===== config.mk =====
export PLATFORM = sky130hd
export DESIGN_NAME = shift_rows_stream
export DESIGN_NICKNAME = d
export VERILOG_FILES = /design/src/rtl/shift_rows_stream.sv
export SDC_FILE = /design/constraint.sdc
export NUM_CORES = 1
export LEC_CHECK = 0
export CELL_PAD_IN_SITES_DETAIL_PLACEMENT = 1
export CELL_PAD_IN_SITES_GLOBAL_PLACEMENT = 2
export CORE_MARGIN = 3
export CORE_UTILIZATION = 30
export DETAILED_ROUTE_END_ITERATION = 8
export PLACE_DENSITY = 0.75
export SYNTH_ARGS = -nofsm -noshare
export SYNTH_HDL_FRONTEND = slang
export SYNTH_SLANG_ARGS = --single-unit

===== constraint.sdc =====
create_clock -name clk -period 2.1 [get_ports clk]
set_clock_uncertainty 0.2 [all_clocks]
set_input_delay 0.42 -clock clk [delete_from_list [all_inputs] [get_ports clk]]
set_output_delay 0.42 -clock clk [all_outputs]
set_load 0.05 [all_outputs]

===== src/rtl/shift_rows_stream.sv =====
// Streaming Rijndael ShiftRows/InvShiftRows stage (NB = 4/6/8 columns) with an OUT + SKID output buffer.
// Optional per-byte parity checking is enabled by defining SHIFT_ROWS_PARITY_EN.
module shift_rows_stream #(
    parameter int NB    = 4,
    parameter int CNT_W = 16
) (
    input  logic                clk,
    input  logic                rst_n,
    input  logic                in_valid,
    output logic                in_ready,
    input  logic                mode_inv,
    input  logic [32*NB-1:0]    state_in,
    output logic                out_valid,
    input  logic                out_ready,
    output logic [32*NB-1:0]    state_out,
    output logic                busy,
    output logic [CNT_W-1:0]    blk_cnt
`ifdef SHIFT_ROWS_PARITY_EN
    ,
    input  logic [4*NB-1:0]     par_in,
    output logic                par_err
`endif
);

    localparam int W   = 32 * NB;
    localparam int NBY = 4 * NB;

    if (NB != 4 && NB != 6 && NB != 8) begin : g_nb_check
        $error("shift_rows_stream: NB must be 4, 6 or 8");
    end

    // Row offset; the 256-bit state uses a wider spread for rows 2 and 3.
    function automatic int row_offset(input int r);
        if (NB == 8 && r >= 2) begin
            return r + 1;
        end else begin
            return r;
        end
    endfunction

    function automatic int src_byte(input int k, input logic inv);
        int r;
        int c;
        int sc;
        r = k % 4;
        c = k / 4;
        if (inv) begin
            sc = (c - row_offset(r) + NB) % NB;
        end else begin
            sc = (c + row_offset(r)) % NB;
        end
        return 4 * sc + r;
    endfunction

    function automatic logic [W-1:0] shift_state(input logic [W-1:0] s, input logic inv);
        logic [W-1:0] o;
        o = '0;
        for (int k = 0; k < NBY; k++) begin
            o[W-1-8*k -: 8] = s[W-1-8*src_byte(k, inv) -: 8];
        end
        return o;
    endfunction

    logic             in_xfer_s;
    logic             out_free_s;
    logic [W-1:0]     perm_data_s;
    logic [W-1:0]     out_data_r,  out_data_s;
    logic [W-1:0]     skid_data_r, skid_data_s;
    logic             out_valid_r, out_valid_s;
    logic             skid_valid_r, skid_valid_s;
    logic             in_ready_r;
    logic [CNT_W-1:0] cnt_r;

    assign in_xfer_s   = in_valid & in_ready_r;
    assign out_free_s  = ~out_valid_r | out_ready;
    assign perm_data_s = shift_state(state_in, mode_inv);

`ifdef SHIFT_ROWS_PARITY_EN
    // Parity bits follow their bytes through the same permutation.
    function automatic logic [NBY-1:0] shift_par(input logic [NBY-1:0] p, input logic inv);
        logic [NBY-1:0] o;
        o = '0;
        for (int k = 0; k < NBY; k++) begin
            o[k] = p[src_byte(k, inv)];
        end
        return o;
    endfunction

    function automatic logic parity_bad(input logic [W-1:0] d, input logic [NBY-1:0] p);
        logic bad;
        bad = 1'b0;
        for (int k = 0; k < NBY; k++) begin
            bad = bad | ((^d[W-1-8*k -: 8]) ^ p[k]);
        end
        return bad;
    endfunction

    logic [NBY-1:0] perm_par_s;
    logic [NBY-1:0] out_par_r,  out_par_s;
    logic [NBY-1:0] skid_par_r, skid_par_s;
    logic           par_err_r,  par_err_s;

    assign perm_par_s = shift_par(par_in, mode_inv);
`endif

    // Next-state of the OUT/SKID pair: SKID drains first, then a fresh accept, else OUT empties.
    always_comb begin
        out_data_s   = out_data_r;
        out_valid_s  = out_valid_r;
        skid_data_s  = skid_data_r;
        skid_valid_s = skid_valid_r;
`ifdef SHIFT_ROWS_PARITY_EN
        out_par_s    = out_par_r;
        skid_par_s   = skid_par_r;
`endif
        if (out_free_s) begin
            if (skid_valid_r) begin
                out_data_s   = skid_data_r;
                out_valid_s  = 1'b1;
                skid_valid_s = 1'b0;
`ifdef SHIFT_ROWS_PARITY_EN
                out_par_s    = skid_par_r;
`endif
            end else if (in_xfer_s) begin
                out_data_s  = perm_data_s;
                out_valid_s = 1'b1;
`ifdef SHIFT_ROWS_PARITY_EN
                out_par_s   = perm_par_s;
`endif
            end else begin
                out_valid_s = 1'b0;
            end
        end else begin
            if (in_xfer_s) begin
                skid_data_s  = perm_data_s;
                skid_valid_s = 1'b1;
`ifdef SHIFT_ROWS_PARITY_EN
                skid_par_s   = perm_par_s;
`endif
            end else begin
                skid_valid_s = skid_valid_r;
            end
        end
    end

`ifdef SHIFT_ROWS_PARITY_EN
    // Flag is raised together with the faulty block landing in OUT, then held.
    always_comb begin
        par_err_s = par_err_r | (out_valid_s & parity_bad(out_data_s, out_par_s));
    end
`endif

    // State registers, block counter and registered ready.
    always_ff @(posedge clk) begin
        if (!rst_n) begin
            out_data_r   <= {W{1'b0}};
            skid_data_r  <= {W{1'b0}};
            out_valid_r  <= 1'b0;
            skid_valid_r <= 1'b0;
            in_ready_r   <= 1'b0;
            cnt_r        <= {CNT_W{1'b0}};
`ifdef SHIFT_ROWS_PARITY_EN
            out_par_r    <= {NBY{1'b0}};
            skid_par_r   <= {NBY{1'b0}};
            par_err_r    <= 1'b0;
`endif
        end else begin
            out_data_r   <= out_data_s;
            skid_data_r  <= skid_data_s;
            out_valid_r  <= out_valid_s;
            skid_valid_r <= skid_valid_s;
            in_ready_r   <= ~skid_valid_s;
            if (in_xfer_s) begin
                cnt_r <= cnt_r + {{(CNT_W-1){1'b0}}, 1'b1};
            end else begin
                cnt_r <= cnt_r;
            end
`ifdef SHIFT_ROWS_PARITY_EN
            out_par_r    <= out_par_s;
            skid_par_r   <= skid_par_s;
            par_err_r    <= par_err_s;
`endif
        end
    end

    assign in_ready  = in_ready_r;
    assign out_valid = out_valid_r;
    assign state_out = out_data_r;
    assign busy      = out_valid_r | skid_valid_r;
    assign blk_cnt   = cnt_r;
`ifdef SHIFT_ROWS_PARITY_EN
    assign par_err   = par_err_r;
`endif

endmodule


# [After elaboration in Yosys (flattened, before gate mapping)]
# Index checks and enable logic that the tools add are counted.
[totals] ff_bits=275 inputBits=133 out_inout_bits=147 word_cells=198
[op_classes] add_sub_neg=73 n_shift=16 n_mux=30 bitwise_logic=38 n_reduce_logical=35
[ops] op="variable part select 135 x 32 -> 8 bit" n=16
[ops] op="adder 32 x 4 -> 32 bit, second input constant" n=16
[ops] op="subtractor 8 x 32 -> 32 bit, first input constant" n=16
[ops] op="2-to-1 mux 27 bit" n=16
[ops] op="adder 3 x 32 -> 32 bit, first input constant" n=8
[ops] op="2-to-1 mux 128 bit" n=2
[ops] op="2-to-1 mux 32 bit" n=8
[ops] op="subtractor 3 x 32 -> 32 bit, first input constant" n=8
[ops] op="adder 29 x 3 -> 29 bit, second input constant" n=8
[ops] op="adder 2 x 32 -> 32 bit, first input constant" n=4
[ops] op="subtractor 1 x 32 -> 32 bit, first input constant" n=4
[ops] op="subtractor 2 x 32 -> 32 bit, first input constant" n=4
[ops] op="adder 29 x 2 -> 29 bit, second input constant" n=4
[ops] op="OR reduction 2 bit" n=32
[ops] op="AND 1 bit" n=33
[ops] op="adder 16 x 1 -> 16 bit, second input constant" n=1
[ops] op="2-to-1 mux 1 bit" n=4
[ops] op="AND reduction 2 bit" n=2
[ops] op="NOT 1 bit" n=3
[ops] op="bitwise OR 1 bit" n=2
[ops] op="nonzero test 2 bit" n=1

# [Longest topological paths before layout]
# Gate-level depths: netlist (run 1).
[depth] depth_word=11 mapped_depth=8 ltp_nobuf=5

# [Worst setup path before layout (run 1)]
# Ideal clock, no wire load.
[synth_timing] path_kind="register to register" start="register cnt_r[3] (netlist: blk_cnt[3])" end="register cnt_r[12] (netlist: blk_cnt[12])" setup_time_ns=0.115 arrival_time_ns=1.712 required_time_ns=1.785 path_slack_ns=0.073 stages_incl_launch_ff=5 n_path_buf=0 period_less_slack_ns=2.027 cell_sequence="dfxtp_1 -> nand4_1 -> nor4_1 -> xor2_1 -> and2_1"
[synth_between] elab_chain_cells=1
[synth_lines] element="start: declaration" line="72" rtl="logic [CNT_W-1:0] cnt_r;"
[synth_lines] element="start signal: assignment" line="161" rtl="cnt_r <= {CNT_W{1'b0}};"
[synth_lines] element="start signal: assignment" line="174" rtl="cnt_r <= cnt_r + {{(CNT_W-1){1'b0}}, 1'b1};"
[synth_lines] element="start signal: assignment" line="176" rtl="cnt_r <= cnt_r;"
[synth_lines] element="adder 16 x 1 -> 16 bit" line="174"
# No other way between the ends.
# A chain may end at the register's enable or synchronous reset.

# [Final worst setup path (run 1)]
[layout_timing] start="register out_valid_r (netlist: out_valid)" end="output busy"
[layout_between] elab_chain_cells=1
[layout_lines] element="start: declaration" line="69" rtl="logic out_valid_r, out_valid_s;"
[layout_lines] element="start signal: assignment" line="170" rtl="out_valid_r <= out_valid_s;"
[layout_lines] element="bitwise OR 1 bit" line="189" rtl="assign busy = out_valid_r | skid_valid_r;"
[layout_lines] element="end: declaration" line="16" rtl="output logic busy,"
# No other way between the ends.

==> results.ini, run 1 <==
[die]
initial_core_util_pct=30.8
die_height_um=207
dieArea_sq_um=42800
num_io_pins=280
rows=72
fp.coreArea_sq_um=39300
die_w_um=207

[finish]
finalNetCount=1694
area_delta_synth_final_pct=37.2
antenna_cells=0
drive_gt1_share_pct=16.6
fin_area_sq_um=16600
fillCellCount=4489
final_core_util_pct=42.3

[sta]
drv_slew=0
rsz0062_at_grt=false
hold_viol=0
max_clock_freq_mhz=499
period_minus_slack_ns=2.00
setup_viol=0
whs_ns=0.0633
relSlewSlack_pct=60.9
fin_crit_sh_pct=95.4
tightest_slew_ns=0.586

[drt]
drt_wl_total_um=36100
first_pass_iters=4
first_iter_violations=310
routed_via_density=4.82
vias=10124
wl_per_cell_um=17.2
drc_errors=0
antenna_left=0

[synthesis]
synth_seq_cells=275
ys_top_cells_by_count=nand2_1 (330), dfxtp_1 (275), mux2i_1 (194), o211a_1 (128), o21ai_0 (65)
netlist_area_sq_um=12100
avgSynthCellArea_sq_um=9.37
ys.flop_type=dfxtp_1
ys_async_sr_fraction_pct=0
yosysUniqueCellTypes=29
yosysMostFrequentCell=nand2_1
yosys.area.top_type=dfxtp_1
synth-edff-count=0
synth_top_area_share_pct=45.5
yosysSeqAreaShare_pct=45.5
yosys_warnings=0
syn_nets=1425
synthCells=1291
synth_area_leaders=dfxtp_1 (46%), mux2i_1 (16%), o211a_1 (11%)

[global_routing]
grt_pass1_wl_um=56500
grt_max_degree=77
grt_pass1_vias=10391
grt-ovfl-total=0
grt_use_total_pct=16.5
antenna_found_initial=5

[power_and_ir_drop]
seqPwrFrac_pct=41.5
clkPwrFrac_pct=43.2
leakagePower_nw=7.67
power.internal_mw=9.74
comb_power_share_pct=15.3
switching_power_mw=3.63
p_sw_share_pct=27.2
ir_drop_uv=473
totalPowerFinal_mw=13.4
cellPowerDensity_nw_per_um2=805

[cts]
post-cts-setup-buffer-count=0
cts_buffers=35
clkSinkCount=275
cts_tree=done
cts.path.max_buffers=3
h-tree-depth=2
insertion_delay_ns=0.53
root_buffer=clkbuf_16
clkTransAtPathRegs_ns=0.06

[setup_path]
cp_max_fo=4
crit_arrival_ns=1.38
crit_path_end_kind=output port
cp-start-kind=flop
cp.required_ns=1.48
cp_slowest_cell=dfxtp_1
path_class=reg2out
crit_path_cell_trace=or2_2 -> buf_12
cpPeakStageDelay_ns=0.36
rrSetupSlack_ns=0.23

[flow_run]
drv_cap=0

[placed_design]
dp_hpwl_um=24800
dpl-instance-area_sq_um=15500
gp_congestion=0.738
io_buffers=279

[worst_hold_path]
hold_class=in2reg

[status]
status=finished clean

==> final timing paths <==
kind | to | depth (start not counted) | from
worst max-delay path | busy | 2 | out_valid
worst max register to register | blk_cnt[12] | 4 | blk_cnt[4]
worst min-delay path | state_out[62] | 2 | rst_n
worst min register to register | skid_data_r[111] | 2 | skid_data_r[111]
==> cell usage in the layout (no fill, tap or decap), drive strengths merged <==
| cell type | Yosys | layout |
|---|---|---|
| nand3b | 1 | 1 |
| dlygate4sd2 | 0 | 4 |
| and2 | 12 | 12 |
| mux2i | 194 | 194 |
| nand4 | 5 | 5 |
| nor4 | 4 | 4 |
| ha | 1 | 1 |
| or2 | 2 | 2 |
| o21a | 1 | 1 |
| a21boi | 66 | 66 |
| nand2b | 3 | 3 |
| inv | 2 | 4 |
| clkbuf | 46 | 54 |
| xor2 | 7 | 7 |
| o211a | 128 | 128 |
| o21ai | 65 | 65 |
| nor2 | 3 | 3 |
| a21oi | 2 | 2 |
| nand3 | 6 | 6 |
| clkinv | 0 | 3 |
| nor3 | 5 | 5 |
| and4 | 1 | 1 |
| dfxtp | 275 | 275 |
| buf | 62 | 206 |
| nand2 | 330 | 330 |
| nor2b | 64 | 64 |
| xnor2 | 5 | 5 |
| clkdlybuf4s50 | 0 | 130 |
| nor3b | 1 | 1 |
==> area by class of cell <==
class	instances	area [sq um]	share of cell area, %
clock buffer	54	1060	6.38
sequential	275	5510	33.2
timing repair buffer	340	3240	19.5
clock inverter	5	43.8	0.264
tap	518	648	3.91
multi-input combinational	906	6090	36.7
inverter	2	7.51	0.0452
==> critical path, delay by kind of cell, from the launching register on <==
family	cells	cell delay, ns
AND/OR/NAND/NOR	1	0.35
flip-flops	1	0.36
buffers and inverters	1	0.16
==> what timing repair did <==
item	4_1_cts	5_1_grt
endpoints found under the setup margin	4	0
gates resized for setup	4	0
hold buffers	0	0
==> registers in the layout, indices dropped and copies added (netlist names) <==
register	flops
in_ready	1
blk_cnt	16
skid_data_r	128
out_valid	1
state_out	128
skid_valid_r	1
==> per-layer routing <==
layer	routed length (um)	share of wire, %	GRT usage (%)
met4	696	1.9	4.60
met5	56	0.16	0
met3	2320	6.4	4.53
met1	16500	46	21.2
met2	16500	46	27.2
==> metrics by stage <==
stage | TNS [ns] | setup slack, ns | cells
finish | 0 | 0.0960 | 2100
global route | 0 | 0.0363 | 2100
CTS | 0 | 0.0445 | 2100
detailed placement | -20.86 | -0.141 | 2041
global placement | -15.36 | -0.134 | 2041
floorplan | 0 | 0.0731 | 1291
==> logic make-up after synthesis <==
kind of cell | synth area share [%]
buffers and inverters | 4.22
AOI/OAI and AO/OA | 17.6
adders and majority gates | 0.103
xor gates and xnor gates | 0.869
DFF | 45.5
and+or+nand+nor | 15.6
muxes | 16.1
==> power groups by stage <==
| stage | logic, mW | registers, mW | clock network [mW] |
|---|---|---|---|
| 2_1_floorplan | 0.655 | 6.20 | 0 |
| 3_3_place_gp | 2.05 | 5.66 | 0 |
| 5_1_grt | 2.19 | 5.57 | 6.24 |
| 3_5_place_dp | 2.08 | 5.66 | 0 |
| 6_report | 2.05 | 5.55 | 5.77 |
| 4_1_cts | 2.08 | 5.55 | 6.01 |
Note: power is estimated with default switching activity, not from simulation.
==> run 2: changes to the inputs <==
- PLACE_DENSITY: 0.75 -> not set
- PLACE_DENSITY_LB_ADDON: not set -> 0.1
- RECOVER_POWER: not set -> 50
- SLEW_MARGIN: not set -> 10
==> results.ini, run 2 (synthesis gave the netlist of run 1 again) <==
[setup_path]
path_buf_inv=1  ; unchanged
cpPeakStageDelay_ns=0.53  ; +0.17 ns
r2r_cells=6  ; +2
crit_path_cell_trace=dlygate4sd2_1
cp-start-kind=flop
cp_slowest_cell=dlygate4sd2_1
crit_arrival_ns=1.39  ; about the same
cp.required_ns=1.48  ; about the same
timing.rr.start=in_ready
cp.depth=1  ; -1
rrSetupSlack_ns=0.17  ; -0.06 ns
path_class=reg2out
crit_path_end_kind=output port
worst_path_dominant_cell_family=buffers and inverters
timing.rr.end=state_out[116]
cp_max_fo=2  ; -2

[die]
initial_core_util_pct=30.8  ; unchanged
rows=72  ; unchanged
die_height_um=207  ; unchanged
dieArea_sq_um=42800  ; unchanged
die_w_um=207  ; unchanged
num_io_pins=280  ; unchanged
fp.coreArea_sq_um=39300  ; unchanged

[placed_design]
dp_hpwl_um=24700  ; -0.33%
dp.cells=2030  ; -0.54%
io_buffers=279  ; unchanged
gp_congestion=0.724  ; -2.0%

[drt]
antenna_left=0  ; unchanged
first_iter_violations=301  ; -2.9%
routed_via_density=4.77  ; -0.96%
drt_wl_total_um=35600  ; -1.3%
first_pass_iters=4  ; unchanged
drc_errors=0  ; unchanged
wl_per_cell_um=17.1  ; -0.77%
vias=9970  ; -1.5%

[finish]
fillCellCount=4519  ; +0.67%
mostFrequentLayoutCells=nand2_1 (330), dfxtp_1 (274), mux2i_1 (194)
area_delta_synth_final_pct=33.3
finalNetCount=1684  ; -0.59%
drive_gt1_share_pct=15.1  ; -1.5 points
layout.cells.non_filler=2088  ; -0.57%
final_common_cell=nand2_1

[worst_hold_path]
hold_path_end=skid_data_r[105]
hold_class=reg2reg
worstHoldStart=skid_data_r[105]
whs_path_depth=2  ; unchanged

[global_routing]
grtUsageMet2_pct=27.2  ; unchanged
grt_pass1_vias=10147  ; -2.3%
grtUsageMet1_pct=20.6  ; -0.65 points
grt_use_total_pct=16.4  ; -0.12 points
grt_max_degree=129  ; +68%
grt.busiest_layer=met2
met3_usage_pct=4.83  ; +0.30 points
grt_pass1_wl_um=55800  ; -1.1%
grt-ovfl-total=0  ; unchanged
antenna_found_initial=2  ; -3

[sta]
setup_viol=0  ; unchanged
period_minus_slack_ns=2.01  ; +0.00748 ns
tightest_slew_ns=0.757  ; +0.171 ns
rsz0062_at_grt=false
relSlewSlack_pct=49.5  ; -11 points
setup_tns_ns=0  ; unchanged
hold_viol=0  ; unchanged
fin_crit_sh_pct=95.8  ; +0.36 points
drv_slew=0  ; unchanged
max_clock_freq_mhz=497  ; -0.37%

[power_and_ir_drop]
seqPwrFrac_pct=42.0  ; +0.5 points
clkPwrFrac_pct=43.3  ; about the same
cellPowerDensity_nw_per_um2=818  ; +1.6%
comb_power_share_pct=14.7  ; -0.6 points
switching_power_mw=3.56  ; -1.9%
leakagePower_nw=7.48  ; -2.6%
ir_drop_uv=464  ; -1.7%
power.internal_mw=9.63  ; -1.1%
p_sw_share_pct=27.0  ; -0.17 points

[cts]
insertion_delay_ns=0.52  ; about the same
post-cts-setup-buffer-count=0  ; unchanged
cts_tree=done
cts.path.max_buffers=3  ; unchanged
root_buffer=clkbuf_16
h-tree-depth=2  ; unchanged
clkTransAtPathRegs_ns=0.05  ; about the same
cts_buffers=35  ; unchanged
clkSinkCount=275  ; unchanged

[flow_run]
drv_cap=0  ; unchanged

[status]
status=finished clean

run 2: changes by cell type in the layout (fill, tap and decap cells not counted), moves of 4 or more:
cell,delta
a21boi_0,+9
a21boi_1,-9
and2_0,+4
and2_1,-4
buf_4,-156
clkbuf_2,+134
clkbuf_8,-4
dlygate4sd2_1,+5
run 2: through the flow:
stage          worst slack [ns]  cell area [sq um]  power, mW  utilization [%]  hold WS, ns
2_1_floorplan            0.0731              12100       6.86                -        0.235
3_3_place_gp             -0.227              15400       7.72             39.3        0.240
3_5_place_dp             -0.256              15400       7.74             39.3        0.248
4_1_cts                  0.0115              16500       13.6             42.0        0.236
5_1_grt                  0.0186              16100       13.8             41.0        0.266
6_report                 0.0885              16100       13.2             41.0        0.254
run 2: worst max-delay path by stage:
stage	from	to	slack, ns
after CTS	state_out[96]	state_out[96]	0.01
after detailed placement	in_valid	skid_data_r[4]	-0.26
final	state_out[34]	state_out[34]	0.09
after global routing	state_out[96]	state_out[96]	0.02
after global placement	in_valid	state_out[13]	-0.23
after floorplan	blk_cnt[3]	blk_cnt[12]	0.07
run 2: area by class of cell:
| cell class | count | area [sq um] | area share [%] |
|---|---|---|---|
| multi-input cells | 906 | 6090 | 37.8 |
| flip-flops and latches | 275 | 5510 | 34.2 |
| repair buffers | 330 | 2790 | 17.3 |
| clock buffers | 49 | 1020 | 6.33 |
| well taps | 518 | 648 | 4.02 |
| clock inverters | 5 | 50.0 | 0.310 |
| inverters | 2 | 7.51 | 0.0466 |
| diodes | 3 | 7.51 | 0.0466 |
run 2: what timing repair did:
action / in CTS / in global routing
gates cloned: 0 / 0
setup endpoints to repair: 10 / 1
hold buffers: 1 / 0
endpoints found under the hold margin: 2 / 0
gates resized for setup: 10 / 1
run 2: power by group through the flow:
stage	Combinational (mW)	Clock [mW]	Sequential, mW
2_1_floorplan	0.655	0	6.20
3_3_place_gp	2.06	0	5.66
3_5_place_dp	2.08	0	5.66
4_1_cts	2.08	5.95	5.55
5_1_grt	2.08	6.16	5.57
6_report	1.93	5.71	5.54
run 2: layer usage:
| layer | up-vias | wire length (um) |
|---|---|---|
| met4 | 4 | 649 |
| met3 | 49 | 2410 |
| li1 | 4961 | - |
| met5 | - | 26 |
| met1 | 4780 | 15900 |
| met2 | 176 | 16600 |
